===== src/rtl/icache_refill_ctrl_pkg.sv =====
// Shared types and helpers for the L1 instruction-cache refill sequencer.
// Holds the FSM encoding, line geometry defaults and the line-align helper.
package icache_refill_ctrl_pkg;

  localparam int LINE_BYTES_DEF     = 16;
  localparam int LINE_OFFSET_BITS   = $clog2(LINE_BYTES_DEF);
  localparam int TIMEOUT_CYCLES_DEF = 64;
  localparam int CNT_W_DEF          = 16;

  typedef enum logic [1:0] {
    S_IDLE   = 2'd0,
    S_WAIT   = 2'd1,
    S_FILL   = 2'd2,
    S_REPLAY = 2'd3
  } state_t;

  // Clears the byte-offset bits so the address names a whole line.
  function automatic logic [31:0] line_align(input logic [31:0] addr,
                                             input int unsigned off_bits);
    line_align = addr & ~((32'h1 << off_bits) - 32'h1);
  endfunction

endpackage


===== src/rtl/icache_refill_ctrl_sat_counter.sv =====
// Saturating up-counter with enable and synchronous active-low clear.
module sat_counter #(
  parameter int W = 16
) (
  input  logic         clk,
  input  logic         clr_n,
  input  logic         en,
  output logic [W-1:0] count
);

  always_ff @(posedge clk) begin
    if (!clr_n) begin
      count <= '0;
    end else if (en && (count != {W{1'b1}})) begin
      count <= count + 1'b1;
    end
  end

endmodule


===== src/rtl/icache_refill_ctrl.sv =====
// Miss/refill sequencer for the L1 instruction cache: stalls the PC on a miss,
// fetches and writes the line, and replays any branch redirect seen while stalled.
module icache_refill_ctrl
  import icache_refill_ctrl_pkg::*;
#(
  parameter int LINE_BYTES     = LINE_BYTES_DEF,
  parameter int TIMEOUT_CYCLES = TIMEOUT_CYCLES_DEF,
  parameter int CNT_W          = CNT_W_DEF
) (
  input  logic             Clk,
  input  logic             Rst_n,
  input  logic [31:0]      fetch_addr,
  input  logic             cache_hit,
  input  logic             redirect,
  input  logic [31:0]      redirect_target,
  output logic             mem_req,
  output logic [31:0]      mem_addr,
  input  logic             mem_ready,
  input  logic [127:0]     mem_data,
  output logic             fill_we,
  output logic [31:0]      fill_addr,
  output logic [127:0]     fill_data,
  output logic             pc_stall,
  output logic             pc_redirect,
  output logic [31:0]      pc_redirect_addr,
  output logic             inst_valid,
  output logic [CNT_W-1:0] miss_count,
  output logic             timeout_err,
  output logic [1:0]       fsm_state
);

  localparam int unsigned OFF_BITS = $clog2(LINE_BYTES);
  localparam int TMO_W = $clog2(TIMEOUT_CYCLES + 1);
  localparam logic [TMO_W-1:0] TMO_LAST = TMO_W'(TIMEOUT_CYCLES - 1);

  // Handshake: mem_req stays high every WAIT cycle; a single-cycle mem_ready
  // completes the transfer and mem_data is taken in that same cycle.
  state_t           state, state_nxt;
  logic [31:0]      line_addr;
  logic             pend;
  logic [31:0]      pend_tgt;
  logic [TMO_W-1:0] tmo_cnt;
  logic             tmo_last;
  logic             miss_start;

  assign tmo_last  = (tmo_cnt == TMO_LAST);
  assign mem_addr  = line_addr;
  assign fill_addr = line_addr;
  assign fsm_state = state;

  always_comb begin
    state_nxt        = state;
    mem_req          = 1'b0;
    fill_we          = 1'b0;
    pc_stall         = 1'b0;
    pc_redirect      = 1'b0;
    pc_redirect_addr = redirect_target;
    inst_valid       = 1'b0;
    miss_start       = 1'b0;
    case (state)
      S_IDLE: begin
        // Held quiet while in reset so no stall or valid leaks out.
        if (Rst_n) begin
          if (redirect) begin
            pc_redirect = 1'b1;
          end else if (!cache_hit) begin
            pc_stall   = 1'b1;
            miss_start = 1'b1;
            state_nxt  = S_WAIT;
          end else begin
            inst_valid = 1'b1;
          end
        end
      end
      S_WAIT: begin
        mem_req  = 1'b1;
        pc_stall = 1'b1;
        if (mem_ready) begin
          state_nxt = S_FILL;
        end else if (tmo_last) begin
          state_nxt = (pend || redirect) ? S_REPLAY : S_IDLE;
        end
      end
      S_FILL: begin
        fill_we   = 1'b1;
        pc_stall  = 1'b1;
        // A redirect landing in this very cycle must still be replayed.
        state_nxt = (pend || redirect) ? S_REPLAY : S_IDLE;
      end
      S_REPLAY: begin
        pc_redirect      = 1'b1;
        pc_redirect_addr = redirect ? redirect_target : pend_tgt;
        state_nxt        = S_IDLE;
      end
      default: state_nxt = S_IDLE;
    endcase
  end

  always_ff @(posedge Clk) begin
    if (!Rst_n) begin
      state       <= S_IDLE;
      line_addr   <= '0;
      pend        <= 1'b0;
      pend_tgt    <= '0;
      tmo_cnt     <= '0;
      timeout_err <= 1'b0;
      fill_data   <= '0;
    end else begin
      state <= state_nxt;
      if (miss_start) begin
        line_addr <= line_align(fetch_addr, OFF_BITS);
        tmo_cnt   <= '0;
      end
      if (state == S_WAIT) begin
        if (mem_ready) begin
          fill_data <= mem_data;
        end else begin
          tmo_cnt <= tmo_cnt + 1'b1;
          if (tmo_last) timeout_err <= 1'b1;
        end
      end
      if (state == S_REPLAY) begin
        pend <= 1'b0;
      end else if ((state != S_IDLE) && redirect) begin
        pend     <= 1'b1;
        pend_tgt <= redirect_target;
      end
    end
  end

  sat_counter #(.W(CNT_W)) u_miss_cnt (
    .clk   (Clk),
    .clr_n (Rst_n),
    .en    (miss_start),
    .count (miss_count)
  );

endmodule


===== config.mk =====
export PLATFORM = sky130hd
export DESIGN_NAME = icache_refill_ctrl
export DESIGN_NICKNAME = d
export VERILOG_FILES = /design/src/rtl/icache_refill_ctrl_pkg.sv /design/src/rtl/icache_refill_ctrl_sat_counter.sv /design/src/rtl/icache_refill_ctrl.sv
export SDC_FILE = /design/constraint.sdc
export NUM_CORES = 1
export LEC_CHECK = 0
export ABC_AREA = 1
export CORE_AREA = 5 5 171 173
export CTS_CLUSTER_SIZE = 30
export DETAILED_ROUTE_END_ITERATION = 16
export DIE_AREA = 0 0 176 178
export PLACE_DENSITY = 0.78
export SLEW_MARGIN = 20
export SYNTH_ARGS = -nofsm -noshare
export SYNTH_HDL_FRONTEND = slang
export SYNTH_SLANG_ARGS = --single-unit

===== constraint.sdc =====
create_clock -name Clk -period 2.6 [get_ports Clk]
set_input_delay 0.26 -clock Clk [delete_from_list [all_inputs] [get_ports Clk]]
set_output_delay 0.26 -clock Clk [all_outputs]
set_load 0.01 [all_outputs]

Word-level counts from Yosys, hierarchy flattened:

Cells that the tools add are included.

* register bits after elaboration: 215
* bits of input ports: 197
* logic and storage cells: 57
* output and inout bits: 248

* bitwise gates (word level): 3
* $add $sub $neg: 2
* multiplexer cells: 25
* equal/unequal tests: 8
* reductions and logical operators: 11

Operators by type and width (number)
* $mux 32: 2
* $mux 7: 3
* $add 16x1->16 const B: 1
* $ne 16x16->1 const B: 1
* $mux 1: 12
* $mux 2: 5
* $pmux 2 s4: 1
* $add 7x1->7 const B: 1
* $eq 7x6->1 const B: 1
* $reduce_and 3->1: 2
* $eq 2x2->1 const B: 2
* $ne 2x2->1 const B: 2
* $pmux 1 s2: 2
* $reduce_and 2->1: 2
* $reduce_or 2->1: 2
* $ne 3x3->1 const B: 1
* $not 1->1: 3
* $eq 2x1->1 const B: 1
* $logic_and 1x1->1: 2
* $logic_not 2->1: 1
* $reduce_bool 2->1: 1
* $logic_or 1x1->1: 1

Depth between registers and ports, before layout:

Gate-level depths: netlist of run 1.

* depth in word-level cells: 7
* depth in mapped cells: 9
* mapped depth without buffers: 9

By module:

From an unflattened synthesis of run 1, not the netlist that was laid out.

* cells, all modules: 1170
* area, all modules: 8724.6 sq um

By module, submodules not included
* icache_refill_ctrl: seq. area each 3983.8 sq um, cells each 1021, instances 1, area each 7728.7 sq um
* sat_counter: seq. area each 320.3 sq um, cells each 149, instances 1, area each 996.0 sq um

Worst setup path before layout of run 1:

OpenSTA, ideal clock, no wires.

* kind: reg2reg
* start point: reg state[1] (netlist: fsm_state[1])
* end point: reg fill_data[38]
* data required time: 2536 ps
* slack: 1013 ps
* buffers on the path: 2
* setup time: 64 ps
* cell stages (with the launch flop): 8
* data arrival time: 1523 ps
* clock period less this slack: 1587 ps
* cell sequence: dfxtp_1 -> inv_1 -> ha_1 -> nand2_1 -> clkbuf_1 -> clkbuf_1 -> o21ai_0 -> nor2_1

* cells in the longest elaborated chain, start to end: 2

Ends and longest elaborated chain
* start, declared: line icache_refill_ctrl.sv:38 `state_t state, state_nxt;`
* start signal, assigned: line icache_refill_ctrl.sv:109 `state <= state_nxt;`
* $eq 2x1->1: line icache_refill_ctrl.sv:114 `if (state == S_WAIT) begin`
* $reduce_and 2->1 (no source line)
* end signal, assigned: line icache_refill_ctrl.sv:116 `fill_data <= mem_data;`
* end, declared: line icache_refill_ctrl.sv:22 `output logic [127:0] fill_data,`

No other way between the ends.
A chain may end at the register's enable or synchronous reset.

Worst setup path after layout of run 1:

* start point: reg state[0] (netlist: fsm_state[0])
* end point: out pc_redirect_addr[28]

* cells in the longest elaborated chain, start to end: 2

Ends and longest elaborated chain
* $eq 2x2->1: line icache_refill_ctrl.sv:60 `case (state)`
* $mux 32: line icache_refill_ctrl.sv:60
* end, declared: line icache_refill_ctrl.sv:25 `output logic [31:0] pc_redirect_addr,`

No other way between the ends.

==> impl_results.md, run 1 <==
- Period minus WS final: 2490 ps
- Worst Setup End Kind: output pin
- Chip width: 176 microns
- Number of global-route vias before repair: 8,147
- Mapped Area: 8617 sq um
- DPL Wire Length: 21,150 microns
- Height of the die: 178 microns
- Critical Path RT: 2340 ps
- Die area: 31,330 sq um
- Routability cong.: 0.7918
- Io pins: 445
- HP Class: input pin to flip-flop
- Sinks on Clock Net: 215
- CP peak stage delay: 570 ps
- First-pass GRT wire length: 42,840 microns
- Worst reg2reg path depth: 7
- Post-route DRC: 0
- Yosys top cell area share: 49.95%
- Synth area leader: dfxtp_1
- Vias: 8,701
- Crit-path max FO: 16
- Worst-Margin Slew: 735.9 ps
- R2R Path Start: fsm_state[0]$_SDFFE_PN0P_
- Hold path depth: 4
- Syn Area/Cell: 7.448 sq um
- Setup_tns: 0 ps
- Setup CP Type: flip-flop to output pin
- Power density cells: 666.0 nW/um^2
- Seq/Total Area, Yosys: 49.95%
- Clock slew at reported path FFs: 60 ps
- Total Routing Usage GR: 16.69%
- ANT cells: 0
- Worst skew pair latency: 510 ps
- Initial antenna violation count: 0
- Highest ir drop seen on vdd: 0.0004790 V
- CP Buf/Inv Count: 2
- FF-to-FF End: pend_tgt[8]$_SDFFE_PN0P_
- CP delay by family, top: buffers and inverters
- Crit path depth: 5
- Root buffer cell: clkbuf_16
- Slew Limit Fails: 0
- Tcrit/Tclk final: 95.79%
- Fmax: 401.5 MHz
- Post-DP Area: 12,980 sq um
- Worst EP arrival: 2230 ps
- WL final: 28,380 microns
- Vias per cell: 4.609
- Fin cells: 1,888
- R2r setup slk: 650 ps
- Warnings, synthesis: 0
- Final setup vio count: 0
- Main flop type after synthesis: dfxtp_1
- CP Launch Type: flip-flop
- Post-route core utilization: 50.15%
- Worst Clk Skew: 14.13 ps
- Violation count after the first detailed-route iteration: 428
- Max clock buf depth: 3
- Asr flop ratio synth: 0%
- Design area: 13,780 sq um
- CTS Buf Count: 24
- Post-synth EDFFs: 0
- Core ar.: 27,480 sq um
- Layout area overhead: 59.92%
- Row count: 61
- Routed Antenna Nets: 0
- Worst slew margin: 50.89%
- Slowest CP cell: clkdlybuf4s50_1
- CP endpoint: pc_redirect_addr[28]
- Top cells by area, synth: dfxtp_1, o21ai_0, nor2_1, nand2_1, buf_4
- Wire per inst: 15.03 microns
- Dpl cells: 1,847
- CP startpoint: fsm_state[0]$_SDFFE_PN0P_
- Yosys cell types: 31
- Largest net degree at the start of global routing: 148
- Grt ovf: 0
- Max Cap Viol: 0
- H-tree depth: 1
- Mapped Cells: 1,157
- Layout cells sized above 1: 4.799%
- Synth Register Bits: 215
- Fin. Hold Viols: 0
- Router iterations before antenna repair: 5
- Port bufs: 432
- RSZ-0062 raised after global routing: no
- Total leakage power: 5.122 nW
- Starting density of the core: 31.36%
- CTS tree: built
- Nets@finish: 1,730
- Crit-path cells: ha_1 > nand2_1 > buf_4 > o21ai_0 > clkdlybuf4s50_1
- Outcome: completed
-- kinds of logic after synthesis --
family | count (synthesis) | share of synthesized area (%)
flip-flops | 215 | 49.95
adder cells (fa/ha/maj) | 6 | 0.8712
buffers and inverters | 165 | 9.177
XOR/XNOR | 7 | 0.7115
other | 1 | 0.04352
AO/OA/AOI/OAI | 285 | 17.05
AND/OR/NAND/NOR | 478 | 22.20
-- cells in the final DEF (no fill, tap or decap), drive strengths merged --
cell	count
o21ai	230
dfxtp	215
xor2	4
xnor2	3
a21oi	53
nand4	7
o21a	2
nor2	297
buf	14
nor3	5
bufinv	1
clkinvlp	1
nand2	150
clkdlybuf4s50	428
nor4	1
inv	57
conb	8
nor3b	2
clkbuf	35
dlymetal6s2s	3
nand3	16
ha	6
clkinv	4
-- worst reg2reg max path: cells and delay by family, from the launching register on --
family	cells	cell delay, ps
buf+inv	3	550
simple gates	1	320
fa+ha+maj	1	270
flops	1	400
compound gates	2	300
-- layout make-up --
| class | count | area (sq um) |
|---|---|---|
| Fill cell | 2597 | 13700 |
| Clock inverter | 6 | 57.56 |
| Inverter | 57 | 216.5 |
| Multi-Input combinational cell | 784 | 3556 |
| Tap cell | 346 | 432.9 |
| Sequential cell | 215 | 4305 |
| Timing Repair Buffer | 445 | 4489 |
| Clock buffer | 35 | 723.2 |
-- timing repair --
action                     4_1_cts  5_1_grt
setup buffers                    0        0
hold endpoints to repair         0        0
setup endpoints to repair        6       27
gates resized for setup          1        7
pin swaps                        0        0
hold buffers                     0        0
-- routing by layer --
metal | routed length [microns] | track usage [%]
met5 | 0 | 0
met4 | 1156 | 6.173
met3 | 2127 | 5.193
met2 | 14300 | 29.32
met1 | 10790 | 19.13
-- registers in the layout, indices dropped and copies added, names as in the netlist --
name / flops
fill_data: 128
pend_tgt: 32
fill_addr: 28
u_miss_cnt.count: 16
tmo_cnt: 7
fsm_state: 2
pend: 1
timeout_err: 1
-- worst min-delay path by stage --
stage | startpoint | to | slack, ps
after floorplan | fetch_addr[10] | fill_addr[10]$_SDFFE_PN0P_ | 370
after detailed placement | pend_tgt[29]$_SDFFE_PN0P_ | pend_tgt[29]$_SDFFE_PN0P_ | 440
after CTS | fetch_addr[9] | fill_addr[9]$_SDFFE_PN0P_ | 290
after global placement | pend_tgt[24]$_SDFFE_PN0P_ | pend_tgt[24]$_SDFFE_PN0P_ | 440
after global routing | fetch_addr[22] | fill_addr[22]$_SDFFE_PN0P_ | 320
final | Rst_n | tmo_cnt[4]$_SDFF_PN0_ | 320
-- through the flow --
stage / hold slack [ps] / power (mW) / setup WS (ps)
after global placement: 435.3 / 5.873 / 229.0
after global routing: 316.0 / 9.662 / 3.773
after CTS: 289.5 / 9.333 / 44.85
after detailed placement: 442.3 / 5.921 / 170.7
after floorplan: 372.7 / 4.770 / 1013
final: 318.5 / 9.178 / 109.6
-- cell usage after synthesis (all sizes together) (3+ instances only) --
master,instances
nor2,297
o21ai,230
dfxtp,215
nand2,150
inv,57
buf,56
a21oi,53
clkbuf,52
nand3,16
nand4,7
ha,6
nor3,5
xor2,4
xnor2,3
-- report_power, final --
part           switching (mW)  internal (mW)
Combinational           0.959           1.08
Clock                    1.33           2.01
Sequential              0.166           3.63
Total                    2.45           6.73
Note: power is estimated with default switching activity, not from simulation.
==> run 2: changes to the inputs <==
--- a/config.mk
+++ b/config.mk
@@ -11,7 +11,7 @@
 export DETAILED_ROUTE_END_ITERATION = 16
 export DIE_AREA = 0 0 176 178
 export PLACE_DENSITY = 0.78
-export SLEW_MARGIN = 20
+export SLEW_MARGIN = 30
 export SYNTH_ARGS = -nofsm -noshare
 export SYNTH_HDL_FRONTEND = slang
 export SYNTH_SLANG_ARGS = --single-unit
==> results of run 2 <==
The final DEF is identical to that of run 1; final timing and power are the same.
